File: config.mk
export PLATFORM = sky130hd
export DESIGN_NAME = jedro_1_iter_shifter
export DESIGN_NICKNAME = d
export VERILOG_FILES = /design/src/rtl/jedro_1_iter_shifter.sv
export SDC_FILE = /design/constraint.sdc
export NUM_CORES = 1
export LEC_CHECK = 0
export ABC_AREA = 1
export CORE_ASPECT_RATIO = 1.5
export CORE_MARGIN = 1
export CORE_UTILIZATION = 53
export DETAILED_ROUTE_END_ITERATION = 10
export HOLD_SLACK_MARGIN = 0.15
export PLACE_DENSITY = 0.95
export SETUP_SLACK_MARGIN = 0.2
export SYNTH_ARGS = -nofsm -noshare
export SYNTH_HDL_FRONTEND = slang
export SYNTH_SLANG_ARGS = --single-unit
File: constraint.sdc
create_clock -name clk_i -period 3.4 [get_ports clk_i]
set_clock_uncertainty 0.2 [all_clocks]
set_input_delay 0.34 -clock clk_i [delete_from_list [all_inputs] [get_ports clk_i]]
set_output_delay 0.34 -clock clk_i [all_outputs]
set_load 0.005 [all_outputs]
File: src/rtl/jedro_1_iter_shifter.sv
// jedro_1 iterative shift unit: SLL/SRL/SRA in STEP_BITS chunks per cycle.
// Valid/ready on both sides; result held in DONE until taken.
module jedro_1_iter_shifter #(
  parameter int DATA_WIDTH = 32,
  parameter int STEP_BITS  = 1,
  localparam int SHAMT_W   = $clog2(DATA_WIDTH)
) (
  input  logic                  clk_i,
  input  logic                  rst_i,
  input  logic                  in_valid_i,
  output logic                  in_ready_o,
  input  logic [1:0]            op_i,
  input  logic [DATA_WIDTH-1:0] operand_i,
  input  logic [SHAMT_W-1:0]    shamt_i,
  output logic                  out_valid_o,
  input  logic                  out_ready_i,
  output logic [DATA_WIDTH-1:0] result_o,
  output logic                  err_o,
  output logic                  busy_o
);

  typedef enum logic [1:0] {
    IDLE,
    SHIFT,
    DONE
  } state_e;

  localparam logic [1:0] OP_SLL = 2'b00;
  localparam logic [1:0] OP_SRL = 2'b01;
  localparam logic [1:0] OP_ILL = 2'b10;

  state_e                state_q, state_d;
  logic [DATA_WIDTH-1:0] data_q, data_d;
  logic [1:0]            op_q, op_d;
  logic [SHAMT_W-1:0]    rem_q, rem_d;
  logic                  sign_q, sign_d;
  logic                  err_q, err_d;

  logic [SHAMT_W-1:0]    k;
  logic [DATA_WIDTH-1:0] sll_v, srl_v, sra_v;
  logic                  accept;

  assign in_ready_o  = (state_q == IDLE) && !rst_i;
  assign accept      = in_valid_i && in_ready_o;
  assign out_valid_o = (state_q == DONE);
  assign busy_o      = (state_q != IDLE);
  assign result_o    = out_valid_o ? data_q : '0;
  assign err_o       = out_valid_o && err_q;

  // One iteration step: k = min(STEP_BITS, remaining), sign fill for SRA.
  always_comb begin
    if (int'(rem_q) < STEP_BITS) k = rem_q;
    else                         k = SHAMT_W'(STEP_BITS);
    sll_v = data_q << k;
    srl_v = data_q >> k;
    sra_v = srl_v;
    if (sign_q) sra_v = srl_v | ~({DATA_WIDTH{1'b1}} >> k);
  end

  // Next-state and datapath update.
  always_comb begin
    state_d = state_q;
    data_d  = data_q;
    op_d    = op_q;
    rem_d   = rem_q;
    sign_d  = sign_q;
    err_d   = err_q;
    unique case (state_q)
      IDLE: begin
        if (accept) begin
          op_d   = op_i;
          rem_d  = shamt_i;
          sign_d = operand_i[DATA_WIDTH-1];
          data_d = operand_i;
          err_d  = 1'b0;
          if (op_i == OP_ILL) begin
            data_d  = '0;
            err_d   = 1'b1;
            state_d = DONE;
          end else if (shamt_i == '0) begin
            state_d = DONE;
          end else begin
            state_d = SHIFT;
          end
        end
      end
      SHIFT: begin
        rem_d = rem_q - k;
        case (op_q)
          OP_SLL:  data_d = sll_v;
          OP_SRL:  data_d = srl_v;
          default: data_d = sra_v;
        endcase
        if (rem_d == '0) state_d = DONE;
      end
      DONE: begin
        if (out_ready_i) begin
          state_d = IDLE;
          err_d   = 1'b0;
        end
      end
      default: state_d = IDLE;
    endcase
  end

  // State and datapath registers with synchronous reset.
  always_ff @(posedge clk_i) begin
    if (rst_i) begin
      state_q <= IDLE;
      data_q  <= '0;
      op_q    <= '0;
      rem_q   <= '0;
      sign_q  <= 1'b0;
      err_q   <= 1'b0;
    end else begin
      state_q <= state_d;
      data_q  <= data_d;
      op_q    <= op_d;
      rem_q   <= rem_d;
      sign_q  <= sign_d;
      err_q   <= err_d;
    end
  end

endmodule

; ---- After elaboration in Yosys (flattened, before gate mapping)
; Cells that the tools add are included.
[totals]
wordCells = 54
regBits = 43
input_bits = 43
output_inout_bits = 36
[classes]
shifts = 3
eq_ne = 7
n_bitwise = 2
order_cmp = 1
n_addsub = 1
reduce_logical = 15
muxes = 19
[ops]
columns = operator, count
row1 = two-way mux 32 bit, 4
row2 = one-hot mux 32 bit (2 select lines), 2
row3 = inverter 32 bit, 1
row4 = bitwise OR 32 bit, 1
row5 = left shift 32 x 5 -> 32 bit, 1
row6 = right shift 32 x 5 -> 32 bit, 1
row7 = right shift 32 x 5 -> 32 bit (first input constant), 1
row8 = zero test 5 bit, 2
row9 = two-way mux 2 bit, 5
row10 = two-way mux 5 bit, 2
row11 = one-hot mux 5 bit (2 select lines), 1
row12 = one-hot mux 2 bit (3 select lines), 1
row13 = AND reduction 3 bit, 2
row14 = nonzero test 2 bit, 3
row15 = < comparator 5 x 1 -> 1 bit (second input constant), 1
row16 = subtractor 5 bit, 1
row17 = equality test 2 x 1 -> 1 bit (second input constant), 2
row18 = equality test 2 bit (second input constant), 2
row19 = zero test 2 bit, 2
row20 = inequality test 2 bit (second input constant), 2
row21 = AND reduction 2 bit, 2
row22 = logical AND 1 bit, 3
row23 = two-way mux 1 bit, 3
row24 = inequality test 2 x 1 -> 1 bit (second input constant), 1
row25 = other kinds (2), 2

; ---- Logic depth before layout (Yosys ltp)
[depth]
word_depth = 8
mapped_depth = 16
mapped_depth_nobuf = 16

; ---- Least setup slack after synthesis
; Ideal clock, no wire load.
[synth_path]
path_type = register to register
startpoint = reg rem_q[2]
endpoint = reg state_q[0]
required_ns = 3.091
arrival_time_ns = 1.548
setup_ns = 0.109
path_slack_ns = 1.543
stages_incl_launch_ff = 17
synth_period_minus_slack_ns = 1.857
path_cell_list = dfxtp_1 > nor2_2 > nand2_1 > inv_1 > nor2_1 > inv_1 > ha_1 > nor2_1 > nand2_1 > nand2_1 > nand2_1 > nand2_1 > nand2_1 > nor2_1 > nand2_1 > nand2_1 > inv_1
[synth_between]
elab_chain_len = 6
[synth_rtl]
columns = item, line_no
row1 = from (decl), 35  ; logic [SHAMT_W-1:0] rem_q, rem_d;
row2 = from (signal assigned), 119  ; rem_q <= rem_d;
row3 = < comparator 5 x 1 -> 1 bit, 52  ; if (int'(rem_q) < STEP_BITS) k = rem_q;
row4 = two-way mux 5 bit, 52
row5 = subtractor 5 bit (*), 88  ; rem_d = rem_q - k;
row6 = zero test 5 bit (*), 94  ; if (rem_d == '0) state_d = DONE;
row7 = inequality test 2 bit (no line) (*), n/a
row8 = AND reduction 3 bit (no line) (*), n/a
row9 = to (signal assigned), 116  ; state_q <= state_d;
row10 = to (decl), 32  ; state_e state_q, state_d;
; Every way passes the cells marked *; elsewhere a longest branch is shown, timed or not.
; A chain may end at the register's enable or synchronous reset.

; ---- Worst setup path after layout
[layout_path]
startpoint = reg state_q[1]
endpoint = out result_o[11]
[layout_between]
elab_chain_len = 2
[layout_rtl]
columns = item, line_no
row1 = equality test 2 bit, 45  ; assign out_valid_o = (state_q == DONE);
row2 = two-way mux 32 bit, 47  ; assign result_o = out_valid_o ? data_q : '0;
row3 = to (decl), 17  ; output logic [DATA_WIDTH-1:0] result_o,
; No other way between the ends.

==> results.py <==
metrics = {
    "logic_synthesis": {
        "async_reset_ff_share_pct": 0,
        "synth_flop_cell": "dfxtp_1",
        "ys_types": 29,
        "synthesis.area_um2": 2964,
        "synth_cells": 521,
        "ys_seq_area_share_pct": 29.04,
        "synth_fp_nets": 565,
        "synth.avg_cell_area_um2": 5.689,
        "synth-edff-count": 0,
        "ys_ff_latch": 43,
        "yosys_warnings": 0,
    },
    "routing": {
        "drt-initial-drc-count": 273,
        "via_per_inst": 5.512,
        "ant_nets": 0,
        "top_layer": "met4",
        "dr.pass1.iters": 8,
        "met2_length_mm": 4.487,
        "wirelength_mm": 8.741,
        "m1WireLength_mm": 3.364,
        "wl_met3_um": 661,
        "wl_per_cell_um": 13.43,
        "drc_errors": 1,
        "vias": 3588,
    },
    "floorplanning": {
        "dieHeight_um": 93.59,
        "row_count": 33,
        "coreArea_um2": 5409,
        "io_pins": 79,
        "die_area_um2": 5902,
        "start_util_pct": 54.80,
        "die_w_um": 63.06,
    },
    "timing": {
        "tightest_slew_ns": 1.052,
        "hold_viol": 0,
        "rsz0062_at_grt": "false",
        "slew_headroom_pct": 29.80,
        "maxSlewViolCount": 0,
        "setup_viol": 0,
        "min_period_ns": 2.883,
        "tns_ns": 0,
        "finalCritPeriodShare_pct": 84.81,
        "fmax_mhz": 346.8,
    },
    "global_route": {
        "grt_pass1_wl_mm": 14.43,
        "antenna_found_initial": 0,
        "grt_pass1_vias": 3326,
        "grt_max_degree": 38,
        "grt_overflow": 0,
        "grt_use_total_pct": 30.32,
    },
    "cts": {
        "cts-hold-fix-buffers": 0,
        "root_buffer": "clkbuf_8",
        "path_clk_slew_ns": 0.08,
        "cts.sinks": 43,
        "clock_latency_ns": 0.30,
        "numCtsBuffers": 5,
        "cts-resized-gates": 0,
        "clk_path_buf_depth": 2,
        "cts_tree": "yes",
        "ctsHtreeMaxLevel": 2,
        "post_cts_buffers": 0,
    },
    "finish": {
        "drive_above_1_share_pct": 4.131,
        "syn2layout_area_growth_pct": 28.70,
        "mostFrequentLayoutCells": "nor2_1, nand2_1, clkdlybuf4s50_1",
        "fin_nets": 624,
        "diodes": 0,
        "stdcell_area_um2": 3815,
        "layout_commonest_cell": "nor2_1",
    },
    "setup_path": {
        "crit_start": "state_q[1]$_SDFFE_PP0P_",
        "crit_slowest_cell": "clkdlybuf4s50_1",
        "ff2ff_setup_slack_ns": 0.77,
        "crit_chain": "inv_1 > nor2_1 > inv_1 > nor2_1 > clkdlybuf4s50_1",
        "rr_worst_depth": 7,
        "cp_max_fo": 33,
        "crit_path_max_incr_delay_ns": 0.53,
        "worst-setup-path-type": "reg2out",
        "r2r_end": "data_q[19]$_SDFFE_PP0P_",
        "endpoint_kind": "output port",
        "regToRegStartpoint": "state_q[1]$_SDFFE_PP0P_",
        "worstPathArrival_ns": 2.34,
        "path_buf_inv": 3,
        "crit_family": "buffers and inverters",
        "cp.required_ns": 2.86,
        "start_kind": "flip-flop",
    },
    "place": {
        "detailed_place_hpwl_mm": 5.894,
        "port_buffers": 78,
        "gp_congestion": 0.9088,
        "dpl_cell_area_um2": 3715,
    },
    "power_and_ir_drop": {
        "leakage_uw": 0.001689,
        "power_density_nw_per_um2": 647.6,
        "vdd_ir_drop_max_mv": 0.3089,
    },
    "hold_path": {
        "min_to": "err_q$_SDFFE_PP0P_",
        "hold_path_depth": 2,
        "hold_class": "reg2reg",
        "hp-start": "err_q$_SDFFE_PP0P_",
    },
    "outcome": {
        "run_status": "complete, but fails checks",
        "violations": "DRC",
    },
    "job": {
        "max_cap_viol_count": 0,
    },
}
## final cells by class
cell class / count / area, µm²
inverters: 64 / 242.7
repair buffers: 83 / 818.3
clock buffers: 8 / 100.1
multi-input cells: 383 / 1705
fillers: 445 / 1594
flip-flops and latches: 43 / 860.8
well taps: 70 / 87.58
## synth_stat cells (9+ instances only)
| cell type | count | share of area (%) |
|---|---|---|
| nor2_1 | 123 | 16 |
| nand2_1 | 101 | 13 |
| inv_1 | 62 | 7.9 |
| nand3_1 | 56 | 9.5 |
| dfxtp_1 | 43 | 29 |
| o21ai_0 | 36 | 6.1 |
| o21ai_1 | 24 | 4.1 |
| a21oi_1 | 22 | 3.7 |
| clkbuf_1 | 14 | 1.8 |
| buf_2 | 9 | 1.5 |
## worst max path at each step
stage	to	slack, ns	depth (start not counted)
global placement	data_q[18]$_SDFFE_PP0P_	0.75	9
detailed placement	data_q[19]$_SDFFE_PP0P_	0.68	9
finish	result_o[11]	0.52	5
global route	result_o[30]	0.29	5
CTS	result_o[30]	0.53	5
floorplan	state_q[0]$_SDFFE_PP0P_	1.54	16
## worst register-to-register path: stages (launching register included)
cell and delay (ns):
dfxtp_1 0.36, inv_1 0.12, nand2_2 0.38, nand2_4 0.49, inv_2 0.13, a21oi_4 0.56
o21ai_0 0.21, nor2_1 0.12
## layer usage
layer	vias to the layer above	track usage (%)
li1	1756	-
met1	1614	34.46
met2	192	54.39
met3	26	3.659
met4	0	16.09
met5	-	0
## stage by stage
step / setup slack (ns) / hold slack, ns / instances / total power, µW / utilization [%]
floorplan: 1.543 / 0.2392 / 521 / 1758 / -
global placement: 0.7520 / 0.2514 / 643 / 2028 / 68.68
detailed placement: 0.6797 / 0.2604 / 643 / 2076 / 68.68
CTS: 0.5306 / 0.2724 / 651 / 2437 / 70.53
global route: 0.2912 / 0.3044 / 651 / 2672 / 70.53
finish: 0.5165 / 0.2734 / 651 / 2471 / 70.53
## flip-flops by register name, indices dropped and copies added (netlist names)
name,cells
data_q,32
rem_q,5
op_q,2
state_q,2
err_q,1
sign_q,1
## cell families after synthesis
logic type                 after synthesis  share of synthesized area (%)
DFF                                     43                          29.04
adders and majority gates                1                         0.4221
AOI/OAI and AO/OA                       89                          15.75
and+or+nand+nor                        293                          41.37
buffers and inverters                   95                          13.42
## power by group
group	switching, µW	internal, µW	total (µW)
Sequential	110	644	754
Clock	175	186	360
Combinational	908	448	1360
Total	1190	1280	2470
Note: power is estimated with default switching activity, not from simulation.
==> patch: new RTL, same settings <==
Reset style: asynchronous (`rst_i`), changed in one clocked block. Comments in the files are not updated.
--- a/src/rtl/jedro_1_iter_shifter.sv
+++ b/src/rtl/jedro_1_iter_shifter.sv
@@ -104,7 +104,7 @@
   end
 
   // State and datapath registers with synchronous reset.
-  always_ff @(posedge clk_i) begin
+  always_ff @(posedge clk_i or posedge rst_i) begin
     if (rst_i) begin
       state_q <= IDLE;
       data_q  <= '0;
Behaviour: differs if rst_i is asserted again (counterexample within 4 cycles, from zero or initial values and one cycle with rst_i high); with rst_i held inactive, the same outputs for 4 cycles.
==> patch against the unedited design <==
  * Worst setup slack gained 0.060 ns
  * Area after synthesis shrank 0.34%
  * Final area is 1.2% higher
  * Worst hold slack gained 0.039 ns
  * Total power increased by 41%
  * Sequential cell count stayed put
  * Wire length down 4.6%
  * Utilization rose by 3.1 points
==> patch: results <==
{
  "cp.arrival_ns": 2.28,
  "grt_max_degree": 47,
  "ys_top_cells_by_count": "nor2_1, nand2_1, inv_1, o21ai_0, dfrtp_1",
  "hold_end": "err_q",
  "worstReg2RegEnd": "data_q[18]",
  "nNetsFinal": 585,
  "first_iter_violations": 322,
  "rrSetupSlack_ns": 0.66,
  "dp_cells": 602,
  "min-delay-start": "err_q",
  "synth-main-ff-cell": "dfrtp_1",
  "post-route-period-util_pct": 83.0,
  "grt_pass1_vias": 3196,
  "stdcell_count": 610,
  "dp_slack_ns": 0.674,
  "gp_congestion": 0.832,
  "drcViolationCount": 0,
  "avgSynthCellArea_um2": 6.18,
  "status": "finished, final reports clean",
  "grt_usage_pct": 29.7,
  "ys_seq_area_share_pct": 36.4,
  "post-dp-hpwl_mm": 5.42,
  "yosys-top-cells-area": "dfrtp_1, nor2_1, nand2_1",
  "syn-num-nets": 522,
  "placed_cell_area_mm2": 0.00374,
  "avgRoutedWirePerCell_um": 13.7
}
patch: how the worst max path moves through the flow:
stage	end
5_1_grt	result_o[28]
6_report	result_o[8]
4_1_cts	result_o[8]
3_5_place_dp	data_q[23]
2_1_floorplan	data_q[18]
3_3_place_gp	data_q[0]
patch: cells by family (layout without fill, tap and decap cells):
family          count (synthesis)  after routing  share of synthesized area, %
fa+ha+maj                       1              1                         0.423
flops                          43             43                          36.4
compound gates                 97             97                          17.5
simple gates                  233            233                          31.9
xor+xnor                        1              1                         0.297
buf+inv                       103            167                          13.5
patch: through the flow:
stage	power [mW]	util [%]
global placement	2.93	71.4
CTS	3.46	73.6
finish	3.48	73.6
detailed placement	3.01	71.4
floorplan	2.41	-
global route	3.80	73.6
patch: final cells by class:
type / count / area [um2] / area share [%]
clock buffer: 6 / 82.6 / 2.14
clock inverter: 2 / 35.0 / 0.908
inverter: 77 / 289 / 7.49
multi-input combinational: 332 / 1480 / 38.4
sequential: 43 / 1080 / 27.9
tap: 68 / 85.1 / 2.20
timing repair buffer: 82 / 811 / 21.0
patch: worst reg2reg max path: cells and delay by family (launching register included):
family / cells / cell delay (ns)
AO/OA/AOI/OAI: 2 / 0.74
AND/OR/NAND/NOR: 3 / 0.87
buffers and inverters: 2 / 0.42
flip-flops: 1 / 0.44
patch: where the power goes:
| group | total, mW | switching, mW | internal [mW] |
|---|---|---|---|
| Sequential | 0.955 | 0.180 | 0.775 |
| Combinational | 2.11 | 1.33 | 0.779 |
| Clock | 0.416 | 0.178 | 0.238 |
patch: per-layer routing:
layer	GRT usage (%)	share of wire, %
met1	34.4	39
met2	53.0	52
met3	3.90	6.8
met4	14.5	2.5
met5	0	0
